===== src/rtl/queue_pkg.sv =====
// Shared constants and types for the queue scheduler.
// Feature macro QUEUE_SCHED_RR_EN selects round-robin producer arbitration.
package queue_pkg;

    localparam int DATA_WIDTH  = 6;
    localparam int QUEUE_DEPTH = 4;
    localparam int SEL_W       = 2;
    localparam int CNT_W       = 3;

    localparam logic [1:0] Q_FLAG_IDLE    = 2'b00;
    localparam logic [1:0] Q_FLAG_PUSH    = 2'b01;
    localparam logic [1:0] Q_FLAG_POP     = 2'b10;
    localparam logic [1:0] Q_FLAG_PUSHPOP = 2'b11;

    typedef enum logic [1:0] {
        ST_IDLE  = 2'd0,
        ST_ISSUE = 2'd1,
        ST_RESP  = 2'd2
    } state_e;

    typedef enum logic {
        OP_PUSH = 1'b0,
        OP_POP  = 1'b1
    } op_e;

endpackage


===== src/rtl/queue_sched_arb.sv =====
// One-hot push-producer arbiter: fixed priority (index 0 first) by default,
// round-robin with a rotating pointer when QUEUE_SCHED_RR_EN is defined.
module queue_sched_arb #(
    parameter int N  = 4,
    parameter int IW = 2
) (
`ifdef QUEUE_SCHED_RR_EN
    input  logic          clk_i,
    input  logic          rst_ni,
    input  logic          adv_i,
`endif
    input  logic [N-1:0]  req_i,
    output logic [N-1:0]  gnt_o,
    output logic [IW-1:0] idx_o
);

`ifdef QUEUE_SCHED_RR_EN
    logic [IW-1:0] ptr_q, ptr_d;
`endif
    int   j;
    logic found;

    always_comb begin
        gnt_o = '0;
        idx_o = '0;
        found = 1'b0;
        j     = 0;
        for (int k = 0; k < N; k++) begin
`ifdef QUEUE_SCHED_RR_EN
            j = (int'(ptr_q) + k) % N;
`else
            j = k;
`endif
            if (!found && req_i[j]) begin
                found    = 1'b1;
                gnt_o[j] = 1'b1;
                idx_o    = IW'(j);
            end
        end
    end

`ifdef QUEUE_SCHED_RR_EN
    // Pointer moves past the winner on every push grant, zero drops included.
    always_comb begin
        ptr_d = ptr_q;
        if (adv_i) begin
            ptr_d = (idx_o == IW'(N - 1)) ? '0 : idx_o + IW'(1);
        end
    end

    always_ff @(posedge clk_i or negedge rst_ni) begin
        if (!rst_ni) begin
            ptr_q <= '0;
        end else begin
            ptr_q <= ptr_d;
        end
    end
`endif

endmodule


===== src/rtl/queue_sched.sv =====
// Controller/arbiter for the 4-entry random-access pop queue.
// Optional QUEUE_SCHED_RR_EN: round-robin producer arbitration.
module queue_sched
    import queue_pkg::*;
#(
    parameter int N_PROD      = 4,
    parameter int DATA_WIDTH  = queue_pkg::DATA_WIDTH,
    parameter int QUEUE_DEPTH = queue_pkg::QUEUE_DEPTH,
    parameter int SEL_W       = queue_pkg::SEL_W,
    parameter int CNT_W       = queue_pkg::CNT_W
) (
    input  logic                         clk,
    input  logic                         rst_n,
    input  logic [N_PROD-1:0]            push_req,
    input  logic [N_PROD*DATA_WIDTH-1:0] push_data,
    output logic [N_PROD-1:0]            push_gnt,
    input  logic                         pop_req,
    input  logic [SEL_W-1:0]             pop_sel,
    output logic                         pop_gnt,
    output logic                         pop_valid,
    output logic                         pop_err,
    output logic [DATA_WIDTH-1:0]        pop_data,
    output logic [1:0]                   q_flag,
    output logic [SEL_W-1:0]             q_sel,
    output logic [DATA_WIDTH-1:0]        q_data_in,
    input  logic [DATA_WIDTH-1:0]        q_data_out,
    output logic [CNT_W-1:0]             count,
    output logic                         zero_drop,
    output logic                         busy
);

    localparam int IW = (N_PROD > 1) ? $clog2(N_PROD) : 1;

    state_e                  state_q, state_d;
    op_e                     last_op_q, last_op_d;
    logic [CNT_W-1:0]        count_q, count_d;
    logic [1:0]              flag_q, flag_d;
    logic [SEL_W-1:0]        sel_q, sel_d;
    logic [DATA_WIDTH-1:0]   din_q, din_d;
    logic [N_PROD-1:0]       pgnt_q, pgnt_d;
    logic                    popgnt_q, popgnt_d;
    logic                    zdrop_q, zdrop_d;
    logic                    inc_q, inc_d;
    logic                    dec_q, dec_d;
    logic                    rpop_q, rpop_d;
    logic                    rerr_q, rerr_d;
    logic                    pvalid_q, pvalid_d;
    logic                    perr_q, perr_d;
    logic [DATA_WIDTH-1:0]   pdata_q, pdata_d;

    logic [N_PROD-1:0]       arb_gnt;
    logic [IW-1:0]           arb_idx;
    logic [DATA_WIDTH-1:0]   win_data;
    logic                    push_ok, pop_ok, pick_pop, pick_push;

    queue_sched_arb #(
        .N  (N_PROD),
        .IW (IW)
    ) u_arb (
`ifdef QUEUE_SCHED_RR_EN
        .clk_i  (clk),
        .rst_ni (rst_n),
        .adv_i  (pick_push && (state_q == ST_IDLE)),
`endif
        .req_i  (push_req),
        .gnt_o  (arb_gnt),
        .idx_o  (arb_idx)
    );

    assign win_data  = push_data[arb_idx*DATA_WIDTH +: DATA_WIDTH];
    assign push_ok   = (|push_req) && (count_q < CNT_W'(QUEUE_DEPTH));
    assign pop_ok    = (count_q != '0) && (CNT_W'(pop_sel) < count_q);
    // On contention the op not taken last time wins.
    assign pick_pop  = pop_req && (!push_ok || (last_op_q == OP_PUSH));
    assign pick_push = push_ok && !pick_pop;

    always_comb begin
        state_d   = state_q;
        count_d   = count_q;
        last_op_d = last_op_q;
        flag_d    = Q_FLAG_IDLE;
        sel_d     = '0;
        din_d     = '0;
        pgnt_d    = '0;
        popgnt_d  = 1'b0;
        zdrop_d   = 1'b0;
        inc_d     = 1'b0;
        dec_d     = 1'b0;
        rpop_d    = rpop_q;
        rerr_d    = rerr_q;
        pvalid_d  = 1'b0;
        perr_d    = 1'b0;
        pdata_d   = '0;
        unique case (state_q)
            ST_IDLE: begin
                if (pick_pop) begin
                    state_d   = ST_ISSUE;
                    popgnt_d  = 1'b1;
                    last_op_d = OP_POP;
                    rpop_d    = 1'b1;
                    if (pop_ok) begin
                        flag_d = Q_FLAG_POP;
                        sel_d  = pop_sel;
                        dec_d  = 1'b1;
                    end else begin
                        rerr_d = 1'b1;
                    end
                end else if (pick_push) begin
                    state_d   = ST_ISSUE;
                    pgnt_d    = arb_gnt;
                    last_op_d = OP_PUSH;
                    if (win_data != '0) begin
                        flag_d = Q_FLAG_PUSH;
                        din_d  = win_data;
                        inc_d  = 1'b1;
                    end else begin
                        zdrop_d = 1'b1;
                    end
                end
            end
            ST_ISSUE: begin
                state_d = ST_RESP;
                if (inc_q) begin
                    count_d = count_q + CNT_W'(1);
                end else if (dec_q) begin
                    count_d = count_q - CNT_W'(1);
                end
            end
            ST_RESP: begin
                state_d = ST_IDLE;
                rpop_d  = 1'b0;
                rerr_d  = 1'b0;
                if (rpop_q) begin
                    pvalid_d = 1'b1;
                    perr_d   = rerr_q;
                    pdata_d  = rerr_q ? '0 : q_data_out;
                end
            end
            default: state_d = ST_IDLE;
        endcase
    end

    always_ff @(posedge clk or negedge rst_n) begin
        if (!rst_n) begin
            state_q   <= ST_IDLE;
            last_op_q <= OP_PUSH;
            count_q   <= '0;
            flag_q    <= Q_FLAG_IDLE;
            sel_q     <= '0;
            din_q     <= '0;
            pgnt_q    <= '0;
            popgnt_q  <= 1'b0;
            zdrop_q   <= 1'b0;
            inc_q     <= 1'b0;
            dec_q     <= 1'b0;
            rpop_q    <= 1'b0;
            rerr_q    <= 1'b0;
            pvalid_q  <= 1'b0;
            perr_q    <= 1'b0;
            pdata_q   <= '0;
        end else begin
            state_q   <= state_d;
            last_op_q <= last_op_d;
            count_q   <= count_d;
            flag_q    <= flag_d;
            sel_q     <= sel_d;
            din_q     <= din_d;
            pgnt_q    <= pgnt_d;
            popgnt_q  <= popgnt_d;
            zdrop_q   <= zdrop_d;
            inc_q     <= inc_d;
            dec_q     <= dec_d;
            rpop_q    <= rpop_d;
            rerr_q    <= rerr_d;
            pvalid_q  <= pvalid_d;
            perr_q    <= perr_d;
            pdata_q   <= pdata_d;
        end
    end

    assign push_gnt  = pgnt_q;
    assign pop_gnt   = popgnt_q;
    assign pop_valid = pvalid_q;
    assign pop_err   = perr_q;
    assign pop_data  = pdata_q;
    assign q_flag    = flag_q;
    assign q_sel     = sel_q;
    assign q_data_in = din_q;
    assign count     = count_q;
    assign zero_drop = zdrop_q;
    assign busy      = (state_q != ST_IDLE);

endmodule


===== config.mk =====
export PLATFORM = sky130hd
export DESIGN_NAME = queue_sched
export DESIGN_NICKNAME = d
export VERILOG_FILES = /design/src/rtl/queue_pkg.sv /design/src/rtl/queue_sched_arb.sv /design/src/rtl/queue_sched.sv
export SDC_FILE = /design/constraint.sdc
export NUM_CORES = 1
export LEC_CHECK = 0
export ABC_AREA = 1
export BUFFER_PORTS_ARGS = -buffer_cell sky130_fd_sc_hd__buf_4
export CAP_MARGIN = 20
export CORE_AREA = 2 2 63 77
export CTS_BUF_LIST = sky130_fd_sc_hd__clkbuf_8
export CTS_CLUSTER_SIZE = 30
export DETAILED_ROUTE_END_ITERATION = 8
export DIE_AREA = 0 0 65 79
export SLEW_MARGIN = 10
export SYNTH_ARGS = -nofsm -noshare
export SYNTH_HDL_FRONTEND = slang
export SYNTH_SLANG_ARGS = --single-unit

===== constraint.sdc =====
create_clock -name clk -period 2.1 [get_ports clk]
set_clock_uncertainty 0.05 [all_clocks]
set_input_delay 0.105 -clock clk [delete_from_list [all_inputs] [get_ports clk]]
set_output_delay 0.105 -clock clk [all_outputs]
set_load 0.01 [all_outputs]

# == After elaboration in Yosys (flattened, before gate mapping) ==
# Cells that the tools add are included.
# op_classes
n_eq_ne,5
addsub,2
multipliers,1
shifts,1
n_bitwise,1
div,0
mux,56
n_reduce_logical,25
magnitude_cmp,2
# ops
cell,n
two-way mux 6 bit,7
two-way mux 1 bit,31
variable part select 24 x 6 -> 6 bit,1
two-way mux 2 bit,10
two-way mux 4 bit,3
nonzero test 2 bit,4
logical AND 1 bit,7
two-way mux 3 bit,2
AND reduction 2 bit,3
nonzero test 6 bit,1
logical NOT 1 bit,5
multiplier 2 x 2 -> 4 bit (second input constant),1
!= test 2 bit (second input constant),2
one-hot mux 1 bit (2 select lines),2
one-hot mux 2 bit (2 select lines),1
OR reduction 4 bit,1
adder 3 x 1 -> 3 bit (second input constant),1
less-than comparator 2 x 3 -> 1 bit,1
less-than comparator 3 bit (second input constant),1
!= test 3 bit (second input constant),1
AND reduction 3 bit,1
nonzero test 3 bit,1
subtractor 3 x 1 -> 3 bit (second input constant),1
equality test 2 x 1 -> 1 bit (second input constant),1
4 further kinds,4
# word_totals
n_memories,0
wordCells,109
in_bits,39
output_inout_bits,28
mem_bits_rw,0
reg_bits,34
mem_bits_ro,0
latch_bits,0

# == Logic depth before layout (Yosys ltp) ==
# Gate-level depths: netlist of run 1.
# logic_depth
ltp_word,17
ltp_mapped,11
ltp_nobuf,11

# == Modules after synthesis ==
# A second synthesis of run 1 with hierarchy kept.
# hier_totals
cells_unflattened,181
hier_area_um2,1480.2
# by_module_without_submodules
module,n_inst,area_per_inst_um2,cells_per_inst,seq_area_each_um2
queue_sched,1,1421.4,168,800.8
queue_sched_arb,1,58.8,13,0.0

# == Worst setup path after synthesis of run 1 ==
# Ideal clock, no wire load.
# synth_path
path_kind,reg2reg
start,"register count_q[1], in the netlist count[1]"
end,register rerr_q
path_slack_ns,0.530
required_ns,1.927
n_path_buf,0
period_less_slack_ns,1.570
stages_incl_launch_ff,8
t_arrival_ns,1.397
setup_time_ns,0.123
cell_sequence,dfrtp_1 inv_1 ha_1 o21ai_0 a21oi_1 o21ai_0 o21ai_0 nand2_1
# synth_between
elab_chain_len,7
elab_cells_between_ends,11
cone_classes,order compare: 2; eq/ne: 2; reduce/logical: 7
# synth_rtl
element,line,text
"start, declared",queue_sched.sv:36,"logic [CNT_W-1:0] count_q, count_d;"
"start signal, assigned",queue_sched.sv:164,count_q <= count_d;
less-than comparator 3 bit,queue_sched.sv:71,assign push_ok = (|push_req) && (count_q < CNT_W'(QUEUE_DEPTH));
logical AND 1 bit,queue_sched.sv:71,
logical NOT 1 bit,queue_sched.sv:74,assign pick_pop = pop_req && (!push_ok || (last_op_q == OP_PUSH));
logical OR 1 bit,queue_sched.sv:74,
logical AND 1 bit,queue_sched.sv:74,
!= test 2 bit (no source line),--,
AND reduction 3 bit (no source line) (*),--,
"end signal, assigned",queue_sched.sv:174,rerr_q <= rerr_d;
"end, declared",queue_sched.sv:46,"logic rerr_q, rerr_d;"
# Every way passes the cells marked *; elsewhere a longest branch is shown, timed or not.
# A chain may end at the register's enable or synchronous reset.

# == Worst setup path after layout of run 1 ==
# layout_path
start,input push_req[1]
end,"register flag_q[0], in the netlist q_flag[0]"
# layout_between
elab_chain_len,15
elab_cells_between_ends,24
cone_classes,mul: 1; shift: 1; mux: 9; reduce/logical: 13
# layout_rtl
element,line,text
"start, declared",queue_sched.sv:14,"input logic [N_PROD-1:0] push_req,"
logical AND 1 bit,queue_sched_arb.sv:34,if (!found && req_i[j]) begin
two-way mux 1 bit,queue_sched_arb.sv:34,
logical NOT 1 bit,queue_sched_arb.sv:34,
logical AND 1 bit,queue_sched_arb.sv:34,
two-way mux 1 bit,queue_sched_arb.sv:34,
logical NOT 1 bit,queue_sched_arb.sv:34,
logical AND 1 bit,queue_sched_arb.sv:34,
two-way mux 2 bit,queue_sched_arb.sv:34,
multiplier 2 x 2 -> 4 bit,queue_sched.sv:70,assign win_data = push_data[arb_idx*DATA_WIDTH +: DATA_WIDTH];
variable part select 24 x 6 -> 6 bit,queue_sched.sv:70,
nonzero test 6 bit,queue_sched.sv:112,if (win_data != '0) begin
two-way mux 1 bit,queue_sched.sv:112,
two-way mux 1 bit,queue_sched.sv:108,end else if (pick_push) begin
two-way mux 2 bit (*),queue_sched.sv:96,if (pick_pop) begin
two-way mux 2 bit (*),queue_sched.sv:94,unique case (state_q)
"end signal, assigned",queue_sched.sv:165,flag_q <= flag_d;
"end, declared",queue_sched.sv:37,"logic [1:0] flag_q, flag_d;"
# Marked as above.

==> results of run 1 <==
## layout make-up
cell class | instances | area [um2]
repair buffers | 76 | 593.1
well taps | 58 | 72.57
multi-input cells | 110 | 546.8
inverters | 38 | 142.6
flip-flops and latches | 32 | 800.8
clock inverters | 3 | 38.79
clock buffers | 5 | 68.82
fillers | 449 | 2162
## logic make-up after synthesis
family	after synthesis	synth area share
AND/OR/NAND/NOR	89	0.2626
flip-flops	32	0.5302
AO/OA/AOI/OAI	16	0.05551
adder cells (fa/ha/maj)	2	0.02154
buffers and inverters	42	0.1127
XOR/XNOR	3	0.01740
## critical path, delay by kind of cell
family        cells  cell delay [ps]
simple gates      9             1200
buf+inv           3              700
## through the flow
step                      setup WS (ps)  area [um2]
after floorplan                   530.0        1510
after global placement            457.3        2058
after detailed placement          407.4        2058
after CTS                         154.6        2256
after global routing              10.51        2263
final                             213.2        2263
## power breakdown
group          switching [mW]  internal (mW)
Clock                   0.220          0.347
Combinational           0.452          0.368
Sequential             0.0871          0.781
## per-layer routing
layer	part of all wire	up-vias	track usage
li1	-	713	-
met4	0.023	0	0.07021
met5	0	-	0
met2	0.50	50	0.2361
met3	0.081	5	0.04533
met1	0.39	583	0.1679
## what timing repair did
| item | 4_1_cts | 5_1_grt |
|---|---|---|
| resized for setup | 0 | 1 |
| endpoints found under the hold margin | 39 | 0 |
| hold buffers | 9 | 0 |
| endpoints found under the setup margin | 0 | 2 |
| buffers inserted | 0 | 0 |
## layout by cell type (no fill, tap or decap), types with 2 or more instances in the layout
cell,synthesis,routed
xor2_1,3,3
o21ai_0,6,6
dfrtp_1,32,32
dlygate4sd3_1,0,9
nand2_2,2,2
a21oi_1,8,8
buf_4,3,67
nor3b_1,2,2
inv_1,38,39
nand3_1,17,17
nand2_1,34,34
nand3b_1,5,5
clkbuf_8,0,5
nor2_1,26,26
## path summary, 6_finish.rpt
check                            start          to  slack, ps  cells after the start
setup / recovery           push_req[1]   q_flag[0]        210                     12
hold / removal              pop_sel[1]    q_sel[1]         50                      2
setup reg to reg              count[1]      rerr_q        400                      7
hold reg to reg             state_q[1]  state_q[1]        440                      1
max in group asynchronous        rst_n       dec_q       1460                      2
min in group asynchronous        rst_n  state_q[0]        240                      2
## registers in the layout, summed over array words and instances (netlist names), 2 cells and up
register	flops
pop_data	6
q_data_in	6
push_gnt	4
count	3
q_sel	2
state_q	2
==> impl_results.md, run 1 <==
* Mapped Nets at 225
* Share of layout cells above drive strength 1 at 0.2955
* Post-synthesis sequential area ratio at 0.5302
* Crit path capture type: register
* YS warnings at 0
* Final ANT Viol Nets at 0
* CTS Buffer Depth at 2
* Final core utilization at 0.5115
* CTS clk-pin slew, worst paths at 60 ps
* Layout Nets at 304
* Max_cap viols at 0
* CP cell instances: dlygate4sd3_1, buf_4, nor2_1, nand3_4, nand2_2, nand2_1, nand3_1, nand2_1, nor2_1, nand3_1, nand2_1, inv_1
* Flops & latches, synth at 32
* Status: finished clean
* Gr usage total at 0.1436
* Commonest cells post-synth: inv_1 (38), nand2_1 (34), dfrtp_1 (32), nor2_1 (26), nand3_1 (17)
* Overall Power at 2.256 mW
* RSZ-0062 raised after global routing: no
* Final hold violation count at 0
* Arrival @ worst endpoint at 2010 ps
* CTS tree: yes
* TNS Setup at 0 ps
* Via Count at 1351
* Cell mode on critical path: nand2_1
* CTS H-tree depth at 2
* Worst hold slack at 52.35 ps
* Total congestion overflow at 0
* CP Max Fanout at 14
* Synthesized netlist cell count at between 150 and 200
* Placed cell count at around 310
* Initial antenna violation count at 0
* Die Y-Extent at 79 um
* Top cell type by total area after synthesis: dfrtp_1
* 1st-pass router iterations at 4
* Post-synthesis area per instance at 8.208 um2
* Worst-Skew Late Latency at 280 ps
* Synth Cell Area at 0.001510 mm2
* Largest net degree at the start of global routing at 33
* # rows at 27
* DRC viols at 0
* Via density at around 4.2
* RD Place Congestion at 0.8365
* Detailed Route Iter0 Violations at 78
* Most frequent cell after synthesis: inv_1
* Post-DP HPWL at about 2.6 mm
* Vias in the first global route at 1250
* Root Buffer: clkbuf_8
* Port bufs at 66
* Worst VDD drop at approximately 340 uV
* Max Slew Vio Count at 0
* Area contributors post-synth: dfrtp_1 (53%), inv_1 (9.4%), nand2_1 (8.5%)
* Total detailed-routing wirelength at 3.282 mm
* Max Fclk at 530.0 MHz
* Pwr dens at 996.6 mW/mm2
* Antenna cells at 0
* Die area at 0.005135 mm2
* Tmin final at 1887 ps
* Core area at 0.004425 mm2
* EDFF count, synth at 0
* Distinct cells, synth at 20
* Fin crit share at 0.8985
* First-pass GRT wire length at 5.651 mm
* IO Pins at 67
* Die W at around 65 um
* Drt wl/cell at 10.19 um
* CTS Sinks at 32
* Main flop type after synthesis: dfrtp_1
* Layout Cells excl Fill at 322
* Required time worst endpoint at 2220 ps
* Startpoint types: input pin
* Actual slew at the worst max-slew pin at 510.2 ps
* Max stage delay on crit path at 530 ps
* CP max stage cell: dlygate4sd3_1
* Slew HR at 0.6563
* LEAKAGE at 1.311 nW
* Area delta synth->final at 49.88%
* Post-synth top area share at 0.5302
* Fraction of registers with async set or reset after synthesis at 1.000
* Crit path kind: in2reg
* Starting Density at 0.3412
* Setup violators final at 0
* CTS buffer count at 5
* Hold crit path type: in2reg
(Power assumes the default switching activity.)
==> run 2, diff against run 1 <==
--- a/config.mk
+++ b/config.mk
@@ -5,14 +5,13 @@
 export SDC_FILE = /design/constraint.sdc
 export NUM_CORES = 1
 export LEC_CHECK = 0
-export ABC_AREA = 1
 export BUFFER_PORTS_ARGS = -buffer_cell sky130_fd_sc_hd__buf_4
 export CAP_MARGIN = 20
-export CORE_AREA = 2 2 63 77
+export CORE_AREA = 2 2 64 78
 export CTS_BUF_LIST = sky130_fd_sc_hd__clkbuf_8
 export CTS_CLUSTER_SIZE = 30
 export DETAILED_ROUTE_END_ITERATION = 8
-export DIE_AREA = 0 0 65 79
+export DIE_AREA = 0 0 66 80
 export SLEW_MARGIN = 10
 export SYNTH_ARGS = -nofsm -noshare
 export SYNTH_HDL_FRONTEND = slang
==> run 2 against run 1 <==
  * Via count down 3.4%
  * Synthesized cell count fell by 19%
  * Core utilization fell by 1.6 points
  * Worst hold slack got worse by 42 ps
  * Synthesized area grew 2.9%
  * Critical endpoint is now push_gnt[2]
==> impl_results.md, run 2 <==
* Status: finished clean
* Initial antenna violation count at 0 (unchanged)
* Mapped Nets at 190 (-16%)
* Actual slew at the worst max-slew pin at 737.6 ps (+227.4 ps)
* CTS clk-pin slew, worst paths at 70 ps (about the same)
* EDFF count, synth at 0 (unchanged)
* CP max stage cell: dfrtp_1
* Antenna cells at 0 (unchanged)
* Main flop type after synthesis: dfrtp_1
* Via Count at 1305 (-3.4%)
* DRC viols at 0 (unchanged)
* Port bufs at 66 (unchanged)
* Fin area at 0.002245 mm2 (-0.83%)
* LEAKAGE at 1.140 nW (-13%)
* Max stage delay on crit path at 430 ps (-100 ps)
* Post-synthesis sequential area ratio at 0.5153 (-0.01494)
* RSZ-0062 raised after global routing: no
* Distinct cells, synth at 42 (+110%)
* Arrival @ worst endpoint at 1750 ps (-260 ps)
* Most frequent cell after synthesis: dfrtp_1
* Die area at 0.005280 mm2 (+2.8%)
* Fraction of registers with async set or reset after synthesis at 1.000 (unchanged)
* Overall Power at 2.207 mW (-2.1%)
* Synth Cell Area at 0.001554 mm2 (+2.9%)
* Core area at 0.004527 mm2 (+2.3%)
* Commonest cells post-synth: dfrtp_1 (32), nor2_1 (13), inv_1 (11), a21oi_1 (9)
* CTS buffer count at 5 (unchanged)
* Startpoint types: register
* Final ANT Viol Nets at 0 (unchanged)
* Flops & latches, synth at 32 (unchanged)
* # rows at 27 (unchanged)
* Worst-Skew Late Latency at 280 ps (about the same)
* Area delta synth->final at 44.44%
* Fin crit share at 0.7761 (-0.1224)
* Hold crit path type: in2reg
* Required time worst endpoint at 2220 ps (about the same)
* First-pass GRT wire length at 5.871 mm (+3.9%)
* Layout Nets at 264 (-13%)
* Slew HR at 0.5050 (-0.1513)
* YS warnings at 0 (unchanged)
* CTS tree: yes
* CP Max Fanout at 12 (-2)
* TNS Setup at 0 ps (unchanged)
* RD Place Congestion at 0.7572 (-9.5%)
* Critical path buffers and inverters at 0 (-3)
* Post-synthesis area per instance at 10.43 um2 (+27%)
* Crit path kind: reg2reg
* Die W at 66 um (+1.5%)
* Starting Density at 0.3433 (+0.002034)
* Crit path capture type: register
* Die Y-Extent at 80 um (+1.3%)
* Family with the most delay on the worst path: simple AND/OR/NAND/NOR gates
* Tmin final at 1630 ps (-257.1 ps)
* Leading cell type in the layout, fill and taps excluded: buf_4
* Placed Area at 0.002074 mm2 (+0.79%)
* Post-synth top area share at 0.5153 (-0.01494)
* 1st-pass router iterations at 4 (unchanged)
* Gr usage total at 0.1479 (+0.004269)
* Via density at 4.628 (+10%)
* Setup violators final at 0 (unchanged)
* Max Fclk at 613.6 MHz (+16%)
* CP cell instances: or2_1, nor3_2, o21ai_1, nor4b_1
* Vias in the first global route at 1295 (+3.6%)
* Most frequent cells in the layout: buf_4 (66), dfrtp_1 (32), nor2_1 (13), inv_1 (13), a21oi_1 (9)
* Drt wl/cell at 12.87 um (+26%)
* Final hold violation count at 0 (unchanged)
* Max Slew Vio Count at 0 (unchanged)
* Largest net degree at the start of global routing at 33 (unchanged)
* Total detailed-routing wirelength at 3.628 mm (+11%)
* Area contributors post-synth: dfrtp_1 (52%), nor2_1 (3.1%), a21oi_1 (2.9%)
* Post-DP HPWL at 2.750 mm (+7.1%)
* IO Pins at 67 (unchanged)
* Total congestion overflow at 0 (unchanged)
* CTS Sinks at 32 (unchanged)
* Pwr dens at 983.4 mW/mm2 (-1.3%)
* Worst VDD drop at 349.1 uV (+3.4%)
* Share of layout cells above drive strength 1 at 0.3571 (+0.06169)
* Detailed Route Iter0 Violations at 67 (-14%)
* Max_cap viols at 0 (unchanged)
* CTS Buffer Depth at 2 (unchanged)
* Worst hold slack at 10.35 ps (-42.00 ps)
* CTS H-tree depth at 2 (unchanged)
* Root Buffer: clkbuf_8
* Top cell type by total area after synthesis: dfrtp_1
* Synthesized netlist cell count at 149 (-19%)
## run 2: cells by family after synthesis
| kind of cell | Yosys count | synth area share |
|---|---|---|
| flops | 32 | 0.5153 |
| simple gates | 56 | 0.2134 |
| xor+xnor | 2 | 0.01127 |
| buf+inv | 18 | 0.05716 |
| fa+ha+maj | 2 | 0.02093 |
| mux | 1 | 0.006441 |
| compound gates | 38 | 0.1755 |
## run 2: repair_timing
action,CTS,global route
hold endpoints to repair,38,1
gates resized for setup,0,0
buffers inserted,0,0
hold buffers,7,1
## run 2: path summary, 6_finish.rpt
check / startpoint / end / slack [ps] / cells past startpoint
worst max-delay path: state_q[0] / push_gnt[2] / 470 / 4
min in group asynchronous: rst_n / count[0] / 240 / 2
worst max register to register: state_q[0] / push_gnt[2] / 470 / 4
worst min register to register: rpop_q / rpop_q / 460 / 1
max in group asynchronous: rst_n / q_data_in[3] / 1460 / 2
worst min-delay path: pop_sel[1] / q_sel[1] / 10 / 3
## run 2: routing by layer
| metal | share of wire | up-vias | wire length, um | global-route usage |
|---|---|---|---|---|
| li1 | - | 660 | - | - |
| met1 | 0.44 | 573 | 1609 | 0.1804 |
| met2 | 0.46 | 66 | 1656 | 0.2404 |
| met3 | 0.079 | 6 | 287 | 0.03667 |
| met4 | 0.021 | 0 | 75 | 0.07347 |
| met5 | 0 | - | 0 | 0 |
## run 2: layout make-up
class / count / area, um2
Clock buffer: 6 / 82.58
Clock inverter: 2 / 7.507
Fill cell: 440 / 2282
Inverter: 11 / 41.29
Multi-Input combinational cell: 99 / 664.4
Sequential cell: 32 / 800.8
Tap cell: 58 / 72.57
Timing Repair Buffer: 74 / 575.6
## run 2: through the flow
| stage | instances | worst slack, ps | utilization |
|---|---|---|---|
| 2_1_floorplan | 149 | 615.9 | - |
| 3_3_place_gp | 266 | 465.7 | 0.4583 |
| 3_5_place_dp | 266 | 394.8 | 0.4583 |
| 4_1_cts | 281 | 467.3 | 0.4936 |
| 5_1_grt | 282 | 209.3 | 0.4959 |
| 6_report | 282 | 470.2 | 0.4959 |
## run 2: power breakdown
group          switching [mW]  internal (mW)
clock                   0.208          0.257
sequential              0.137          0.786
combinational           0.405          0.414
## run 2: tightest hold or removal path, delay by kind of cell
kind,cells,cell delay (ps)
and+or+nand+nor,1,40
buffers and inverters,2,160
==> run 3, diff against run 2 <==
--- a/config.mk
+++ b/config.mk
@@ -5,13 +5,14 @@
 export SDC_FILE = /design/constraint.sdc
 export NUM_CORES = 1
 export LEC_CHECK = 0
+export ABC_AREA = 1
 export BUFFER_PORTS_ARGS = -buffer_cell sky130_fd_sc_hd__buf_4
 export CAP_MARGIN = 20
-export CORE_AREA = 2 2 64 78
+export CORE_AREA = 2 2 63 77
 export CTS_BUF_LIST = sky130_fd_sc_hd__clkbuf_8
 export CTS_CLUSTER_SIZE = 30
 export DETAILED_ROUTE_END_ITERATION = 8
-export DIE_AREA = 0 0 66 80
+export DIE_AREA = 0 0 65 79
 export SLEW_MARGIN = 10
 export SYNTH_ARGS = -nofsm -noshare
 export SYNTH_HDL_FRONTEND = slang
==> constraint.sdc (replaced) <==
create_clock -name clk -period 1.5 [get_ports clk]
set_clock_uncertainty 0.05 [all_clocks]
set_input_delay 0.075 -clock clk [delete_from_list [all_inputs] [get_ports clk]]
set_output_delay 0.075 -clock clk [all_outputs]
set_load 0.01 [all_outputs]
==> run 3 against run 2 <==
  * Worst hold slack improved by 20 ps
  * Wire length decreased by 4.5%
  * Setup slack got worse by 400 ps
  * Non-clock buffer count increased by 14
  * Global-route usage about the same
  * Via count increased by 7.7%
  * Maximum frequency increased by 14%
  * Critical path type unchanged
  * Register-to-register slack got worse by 400 ps
  * First-iteration DRC count decreased by 39%
  * Final area increased by 5.6%
  * Clock power increased by 39%
==> impl_results.md, run 3 (synthesis gave the netlist of run 1 again) <==
* Family with the most delay on the worst path: flip-flops
* RD Place Congestion at 0.8590 (+13%)
* Port bufs at 66 (unchanged)
* Met3 routed WL at 271 um (-5.6%)
* WL met2 at 1.840 mm (+11%)
* CP max stage cell: dfrtp_1
* CP Max Fanout at 4 (-8)
* Fin crit share at 0.9534 (+0.1773)
* Status: finished clean
* Die Y-Extent at 79 um (-1.3%)
* Leading cell type in the layout, fill and taps excluded: buf_4
* Fin area at 0.002371 mm2 (+5.6%)
* CTS tree: yes
* CTS Sinks at 32 (unchanged)
* Crit path capture type: register
* Placed cell count at 313 (+18%)
* Vias in the first global route at 1391 (+7.4%)
* Drt wl/cell at 10.34 um (-20%)
* Setup WS pre-CTS at -40.59 ps (-435.3 ps)
* Slew HR at 0.7070 (+0.2020)
* Arrival @ worst endpoint at 1570 ps (-180 ps)
* Max stage delay on crit path at 390 ps (-40 ps)
* Critical path buffers and inverters at 2 (+2)
* Hold path depth at 2 (-1)
* Max Slew Vio Count at 0 (unchanged)
* Area delta synth->final at 57.00%
* CTS buffer count at 5 (unchanged)
* CTS Buffer Depth at 2 (unchanged)
* Placed Area at 0.002122 mm2 (+2.3%)
* Post-DP HPWL at 2.591 mm (-5.8%)
* Max_cap viols at 0 (unchanged)
* Die area at 0.005135 mm2 (-2.7%)
* Final ANT Viol Nets at 0 (unchanged)
* CTS clk-pin slew, worst paths at 60 ps (about the same)
* Die W at 65 um (-1.5%)
* Startpoint types: register
* Worst hold slack at 30.35 ps (+20.01 ps)
* Setup slack after layout at 69.97 ps (-400.2 ps)
* Initial antenna violation count at 0 (unchanged)
* Worst VDD drop at 368.3 uV (+5.5%)
* Pwr dens at 1389 mW/mm2 (+41%)
* Detailed Route Iter0 Violations at 41 (-39%)
* Via density at 4.194 (-9.4%)
* DRC viols at 0 (unchanged)
* RSZ-0062 raised after global routing: yes
* TNS Setup at 0 ps (unchanged)
* Worst-Skew Late Latency at 270 ps (about the same)
* # rows at 27 (unchanged)
* CTS H-tree depth at 2 (unchanged)
* Total congestion overflow at 0 (unchanged)
* Root Buffer: clkbuf_8
* Highest routed layer: met4
* Setup violators final at 0 (unchanged)
* M1 WL at 1.295 mm (-20%)
* Hold crit path type: in2reg
* Largest net degree at the start of global routing at 33 (unchanged)
* Tmin final at 1430 ps (-199.8 ps)
* LEAKAGE at 1.365 nW (+20%)
* Crit path kind: reg2reg
* Layout Cells excl Fill at 335 (+19%)
* Worst R2R Path Depth at 6 (+2)
* Most frequent cells in the layout: buf_4 (78), inv_1 (39), nand2_1 (35), dfrtp_1 (32), nor2_1 (25)
* Overall Power at 3.294 mW (+49%)
* Actual slew at the worst max-slew pin at 434.9 ps (-302.7 ps)
* CP cell instances: inv_2, ha_4, a21oi_1, a21oi_2, buf_4, nor3b_1
* Starting Density at 0.3412 (-0.002034)
* Crit path depth at 6 (+2)
* Gr usage total at 0.1474 (-0.0004510)
* Total detailed-routing wirelength at 3.465 mm (-4.5%)
* Layout Nets at 317 (+20%)
* 1st-pass router iterations at 4 (unchanged)
* Via Count at 1405 (+7.7%)
* Core area at 0.004425 mm2 (-2.2%)
* Antenna cells at 0 (unchanged)
* Final core utilization at 0.5358 (+0.03991)
* Max Fclk at 699.3 MHz (+14%)
* Fillers at 439 (-0.23%)
* IO Pins at 67 (unchanged)
* Share of layout cells above drive strength 1 at 0.3430 (-0.01418)
* First-pass GRT wire length at 5.789 mm (-1.4%)
* Required time worst endpoint at 1640 ps (-580 ps)
* Final hold violation count at 0 (unchanged)
==> run 3: changes by cell type in the layout (fill, tap and decap cells not counted), sizes merged, moves of 5 or more <==
cell / change
nor2b: -7
o31ai: -5
nand2: +30
o21bai: -5
buf: +12
nand3b: +5
nand3: +18
and2: -7
inv: +27
nor2: +11
==> run 3: per-layer routing <==
layer | up-vias | GRT usage
li1 | 742 | -
met1 | 612 | 0.1459
met2 | 46 | 0.2691
met3 | 5 | 0.05524
met4 | 0 | 0.06596
met5 | - | 0
==> run 3: worst reg2reg max path: cells and delay by family (launching register included) <==
kind	cells	cell delay (ps)
compound gates	2	290
fa+ha+maj	1	200
simple gates	1	180
buf+inv	2	240
flops	1	390
==> run 3: final cells by class <==
type / count / area (um2) / share of cell area
Inverter: 38 / 142.6 / 0.06016
Multi-Input combinational cell: 111 / 579.3 / 0.2443
Timing Repair Buffer: 88 / 685.7 / 0.2892
Sequential cell: 32 / 800.8 / 0.3377
Clock inverter: 2 / 7.507 / 0.003166
Tap cell: 58 / 72.57 / 0.03061
Clock buffer: 6 / 82.58 / 0.03483
==> run 3: path summary, 6_finish.rpt <==
kind                            start          end  slack [ps]
max in group asynchronous       rst_n        dec_q         890
hold / removal             pop_sel[0]     q_sel[0]          30
setup reg to reg             count[1]     q_sel[1]          70
min in group asynchronous       rst_n  push_gnt[1]         220
hold reg to reg                rerr_q       rerr_q         450
setup / recovery             count[1]     q_sel[1]          70
==> run 3: timing repair <==
action                     CTS  global route
cloned                       0             1
gates resized for setup      1             7
hold buffers                10             0
setup endpoints to repair    2            14
buffers inserted             1             2
hold endpoints to repair    40             0
pin swaps                    1             6
==> run 3: report_power, final <==
group / switching [mW] / internal, mW
Combinational: 0.750 / 0.699
Clock: 0.286 / 0.360
Sequential: 0.104 / 1.09
